[src/rtl/irq_ctrl_pkg.sv]
// rtl/irq_ctrl_pkg.sv - register word indices and bit positions for irq_ctrl
package irq_ctrl_pkg;

    typedef enum logic [1:0] {
        IRQC_MASK  = 2'd0,
        IRQC_MODE  = 2'd1,
        IRQC_PEND  = 2'd2,
        IRQC_CLAIM = 2'd3
    } irqc_reg_e;

    localparam int CLAIM_VALID_BIT = 31;
    localparam int CP0_HWINT_BIT   = 2;

endpackage

[src/rtl/irq_sync_edge.sv]
// rtl/irq_sync_edge.sv - multi-flop synchronizer plus one-cycle delayed copy for edge detect
module irq_sync_edge #(
    parameter int W      = 6,
    parameter int STAGES = 2
) (
    input  logic         clk,
    input  logic         rst_n,
    input  logic [W-1:0] d_in,
    output logic [W-1:0] sync_out,
    output logic [W-1:0] sync_prev
);

    logic [W-1:0] sync_q [STAGES];
    logic [W-1:0] sync_d [STAGES];
    logic [W-1:0] prev_q;
    logic [W-1:0] prev_d;

    always_comb begin
        sync_d[0] = d_in;
        for (int k = 1; k < STAGES; k++) begin
            sync_d[k] = sync_q[k-1];
        end
        prev_d = sync_q[STAGES-1];
    end

    always_ff @(posedge clk or negedge rst_n) begin
        if (!rst_n) begin
            for (int k = 0; k < STAGES; k++) begin
                sync_q[k] <= '0;
            end
            prev_q <= '0;
        end else begin
            for (int k = 0; k < STAGES; k++) begin
                sync_q[k] <= sync_d[k];
            end
            prev_q <= prev_d;
        end
    end

    assign sync_out  = sync_q[STAGES-1];
    assign sync_prev = prev_q;

endmodule

[src/rtl/irq_ctrl.sv]
// rtl/irq_ctrl.sv - fixed-priority nested interrupt controller driving one CP0 request line
module irq_ctrl
    import irq_ctrl_pkg::*;
#(
    parameter int N_SRC       = 6,
    parameter int SYNC_STAGES = 2
) (
    input  logic             clk,
    input  logic             reset,
    input  logic [N_SRC-1:0] irq_in,
    input  logic [1:0]       addr,
    input  logic             we,
    input  logic             rd,
    input  logic [31:0]      wdata,
    output logic [31:0]      rdata,
    output logic             irq_out
);

    logic [N_SRC-1:0] mask_q, mask_d;
    logic [N_SRC-1:0] mode_q, mode_d;
    logic [N_SRC-1:0] pend_q, pend_d;
    logic [N_SRC-1:0] isr_q, isr_d;
    logic             irq_out_q, irq_out_d;

    logic [N_SRC-1:0] s, s_prev, rise;
    logic [N_SRC-1:0] elig, claim_vec, w1c_vec, eoi_vec;
    logic [2:0]       winner;
    logic             any_elig, blocked, claim_fire, eoi_fire;
    logic             unused_wdata;

    irq_sync_edge #(.W(N_SRC), .STAGES(SYNC_STAGES)) u_sync (
        .clk       (clk),
        .rst_n     (reset),
        .d_in      (irq_in),
        .sync_out  (s),
        .sync_prev (s_prev)
    );

    assign rise         = s & ~s_prev;
    assign unused_wdata = ^wdata;

    // Walk from highest priority down; the first in-service bit blocks it and everything below.
    always_comb begin
        elig    = '0;
        blocked = 1'b0;
        for (int i = 0; i < N_SRC; i++) begin
            blocked = blocked | isr_q[i];
            elig[i] = pend_q[i] & mask_q[i] & ~blocked;
        end
        any_elig = |elig;
        winner   = 3'd0;
        for (int i = N_SRC - 1; i >= 0; i--) begin
            if (elig[i]) winner = 3'(i);
        end
    end

    always_comb begin
        claim_fire = rd & (addr == IRQC_CLAIM) & any_elig;
        eoi_fire   = we & (addr == IRQC_CLAIM);
        w1c_vec    = (we && addr == IRQC_PEND) ? wdata[N_SRC-1:0] : '0;
        claim_vec  = '0;
        eoi_vec    = '0;
        for (int i = 0; i < N_SRC; i++) begin
            claim_vec[i] = claim_fire & (winner == 3'(i));
            eoi_vec[i]   = eoi_fire & (wdata[2:0] == 3'(i));
        end

        mask_d = (we && addr == IRQC_MASK) ? wdata[N_SRC-1:0] : mask_q;
        mode_d = (we && addr == IRQC_MODE) ? wdata[N_SRC-1:0] : mode_q;
        isr_d  = (isr_q | claim_vec) & ~eoi_vec;
        // Edge sources: a fresh rising edge beats both W1C and claim clearing in the same cycle.
        for (int i = 0; i < N_SRC; i++) begin
            if (mode_q[i]) begin
                pend_d[i] = (pend_q[i] & ~w1c_vec[i] & ~claim_vec[i]) | rise[i];
            end else begin
                pend_d[i] = s[i];
            end
        end
        irq_out_d = any_elig;
    end

    always_ff @(posedge clk or negedge reset) begin
        if (!reset) begin
            mask_q    <= '0;
            mode_q    <= '0;
            pend_q    <= '0;
            isr_q     <= '0;
            irq_out_q <= 1'b0;
        end else begin
            mask_q    <= mask_d;
            mode_q    <= mode_d;
            pend_q    <= pend_d;
            isr_q     <= isr_d;
            irq_out_q <= irq_out_d;
        end
    end

    always_comb begin
        rdata = '0;
        case (irqc_reg_e'(addr))
            IRQC_MASK:  rdata[N_SRC-1:0] = mask_q;
            IRQC_MODE:  rdata[N_SRC-1:0] = mode_q;
            IRQC_PEND:  rdata[N_SRC-1:0] = pend_q;
            IRQC_CLAIM: begin
                rdata[2:0]             = winner;
                rdata[CLAIM_VALID_BIT] = any_elig;
            end
            default:    rdata = '0;
        endcase
    end

    assign irq_out = irq_out_q;

endmodule
[config.mk]
export PLATFORM = sky130hd
export DESIGN_NAME = irq_ctrl
export DESIGN_NICKNAME = d
export VERILOG_FILES = /design/src/rtl/irq_ctrl_pkg.sv /design/src/rtl/irq_sync_edge.sv /design/src/rtl/irq_ctrl.sv
export SDC_FILE = /design/constraint.sdc
export NUM_CORES = 1
export LEC_CHECK = 0
export ABC_AREA = 0
export BUFFER_PORTS_ARGS = -buffer_cell sky130_fd_sc_hd__buf_2
export CAP_MARGIN = 20
export CORE_AREA = 2 2 90 57
export CTS_BUF_LIST = sky130_fd_sc_hd__clkbuf_8
export DETAILED_ROUTE_END_ITERATION = 6
export DIE_AREA = 0 0 92 59
export GPL_TIMING_DRIVEN = 1
export PLACE_DENSITY = 0.77
export RECOVER_POWER = 100
export SYNTH_ARGS = -nofsm -noshare
export SYNTH_HDL_FRONTEND = slang
export SYNTH_SLANG_ARGS = --single-unit
[constraint.sdc]
create_clock -name clk -period 5.7 [get_ports clk]
set_input_delay 1.71 -clock clk [delete_from_list [all_inputs] [get_ports clk]]
set_output_delay 1.71 -clock clk [all_outputs]
set_load 0.005 [all_outputs]
==> summary.md <==
| Metric | Value |
|---|---|
| Status | `finished, violations left` |
| Failing checks | `max-capacitance violations, max-slew violations` |
| Critical Setup Path Class | `in2out` |
| Initial DRT Pass Iterations | `4` |
| Top FF cell, synth | `dfrtp_1` |
| Hold WC Path Type | `reg2reg` |
| Worst VDD drop | `0.2069 mV` |
| Netlist cell types | `45` |
| Mapped Area | `0.002152 sq mm` |
| EDFF count, synth | `0` |
| Final Hold Fails | `0` |
| Initial antenna violation count | `0` |
| Max clock buf depth | `2` |
| Worst-Skew Late Latency | `300 ps` |
| Fmax | `0.2089 GHz` |
| Placed Area | `0.002235 sq mm` |
| Cells on worst reg2reg path | `4` |
| Critical path arrival | `3080 ps` |
| DR DRC count | `0` |
| Crit path largest cell delay | `630 ps` |
| Global-route wire length before repair | `6699 um` |
| CP required | `3990 ps` |
| Yosys reg bits | `43` |
| Critical path fanouts, max | `18` |
| Ys async rst share | `1.000` |
| Worst-path cell chain | `clkbuf_1 > mux4_2 > buf_2` |
| Place WS | `1260 ps` |
| Grt ovf | `0` |
| DIE HEIGHT | `slightly below 60 um` |
| Via-to-Cell Ratio | `5.289` |
| Num CTS Buffers | `5` |
| Most frequent cells in the layout | `dfrtp_1, conb_1, buf_2` |
| Iter 0 DRT Violations | `between 150 and 200` |
| Layout cells sized above 1 | `0.2258` |
| CTS tree | `built` |
| RSZ-0062 raised after global routing | `no` |
| Gp weighted congestion | `0.8957` |
| Max_cap viols | `1` |
| FP Rows | `19` |
| Setup TNS Final | `0 ps` |
| Clk root buf | `clkbuf_8` |
| DR vias | `1481` |
| Initial core utilization | `0.4765` |
| Tcrit/Tclk final | `0.8396` |
| Syn_area_per_cell | `11.27 sq um` |
| Nets | `260` |
| Pwr Density | `371.2 mW/mm^2` |
| Syn Inst Count | `191` |
| Worst hold stages | `0` |
| Post-DR wirelength/cell | `15.41 um` |
| Fin area | `0.002336 sq mm` |
| CP Launch Type | `input port` |
| Core area | `0.004517 sq mm` |
| Routed Wire Length | `4315 um` |
| Commonest non-fill, non-tap cell in the layout | `dfrtp_1` |
| Skew final | `between 7 and 8 ps` |
| Setup violation total in the final timing report | `0` |
| Area of the die | `roughly 0.0054 sq mm` |
| Yosys warns | `0` |
| Total GRT Usage | `0.1664` |
| Min Hold Slack | `351.1 ps` |
| Worst setup EP type | `primary output` |
| Number of global-route vias before repair | `1317` |
| Max Transition Viols Final | `44` |
| ANT cells | `0` |
| Area grow syn2layout | `8.546%` |
| Buffer count from post-CTS setup fixing | `0` |
| Seq/Total Area, Yosys | `0.5000` |
| Post-DP HPWL | `a little over 3000 um` |
| Clock period minus worst slack | `4786 ps` |
| # port buffers | `25` |
| Worst slew pin tran | `2231 ps` |
| Leak | `0.001027 uW` |
| Setup WS post-layout | `914.1 ps` |
| Routed Antenna Nets | `0` |
| Hold buffers post-CTS | `0` |
| Ports | `between 70 and 80` |
| Slowest-stage cell, CP | `clkbuf_1` |
| Util after Layout | `0.5172` |
| CTS Sinks | `43` |
| Fill count | `419` |
| Die width | `92 um` |
| Max_slew headroom | `-0.4874` |
| Largest net degree at the start of global routing | `44` |
| Post-CTS resize count | `0` |
| H-Tree Depth | `2` |
| Clk slew on worst S/H paths | `approximately 70 ps` |
[worst max-delay path, delay by kind of cell]
family,cells,cell delay [ps]
mux,1,590
buf+inv,2,770
[power by group]
group          internal (uW)  switching [uW]  leakage (uW)
Combinational            105             132      0.000453
Clock                    142             103     0.0000612
Sequential               350            36.6      0.000513
Total                    596             271       0.00103
[cells in the mapped netlist, drive strengths merged, types with 3 or more instances]
cell type	count	area (sq um)
a21oi	7	38.79
mux2i	3	30.03
clkbuf	5	18.77
and2	4	25.02
mux2	12	135.1
dfrtp	43	1076
nand3b	3	22.52
nor2	3	11.26
a21boi	5	37.54
nor3	7	46.30
a31oi	10	62.56
and3	5	31.28
nand2	15	56.30
nor2b	4	25.02
a211oi	5	52.55
buf	26	192.7
and3b	3	26.28
inv	3	11.26
o21ai	5	25.02
[registers in the layout, summed over array words and instances (netlist names)]
name / cells
mode_q: 6
u_sync.sync_d: 6
mask_q: 6
isr_q: 6
pend_q: 6
u_sync.sync_prev: 6
u_sync.sync_out: 6
irq_out: 1
[metrics by stage]
step / power (uW) / cells
after CTS: 872.9 / 280
final: 867.1 / 280
after global routing: 909.5 / 280
after floorplan: 566.7 / 215
after global placement: 621.9 / 272
after detailed placement: 627.3 / 272
[cell type report]
class	instances	area [sq um]	area share
sequential	43	1076	0.4606
multi-input combinational	138	933.4	0.3996
timing repair buffer	25	118.9	0.05088
clock buffer	6	82.58	0.03535
tap	63	78.83	0.03374
clock inverter	2	35.03	0.01500
inverter	3	11.26	0.004821
[final timing paths]
| path | slack, ps | to | startpoint |
|---|---|---|---|
| worst max-delay path | 910 | rdata[0] | addr[1] |
| min in group asynchronous | 2060 | u_sync.sync_out[5] | reset |
| worst max register to register | 3920 | isr_q[5] | isr_q[0] |
| max in group asynchronous | 2360 | u_sync.sync_out[1] | reset |
| worst min-delay path | 350 | u_sync.sync_out[4] | u_sync.sync_d[4] |
| worst min register to register | 350 | u_sync.sync_out[4] | u_sync.sync_d[4] |
[metal layers]
metal | global-route usage | vias up | wire [um]
li1 | - | 692 | -
met5 | 0 | - | 0
met4 | 0.06183 | 0 | 38
met1 | 0.2577 | 734 | 2046
met2 | 0.2216 | 51 | 1872
met3 | 0.04580 | 4 | 358
[cell families after synthesis]
| kind of cell | count (synthesis) | synth area share |
|---|---|---|
| buf+inv | 34 | 0.1035 |
| flops | 43 | 0.5000 |
| simple gates | 55 | 0.1587 |
| mux | 17 | 0.09767 |
| compound gates | 41 | 0.1384 |
| other cells | 1 | 0.001743 |
No activity file was read; power rests on OpenSTA's default activity.
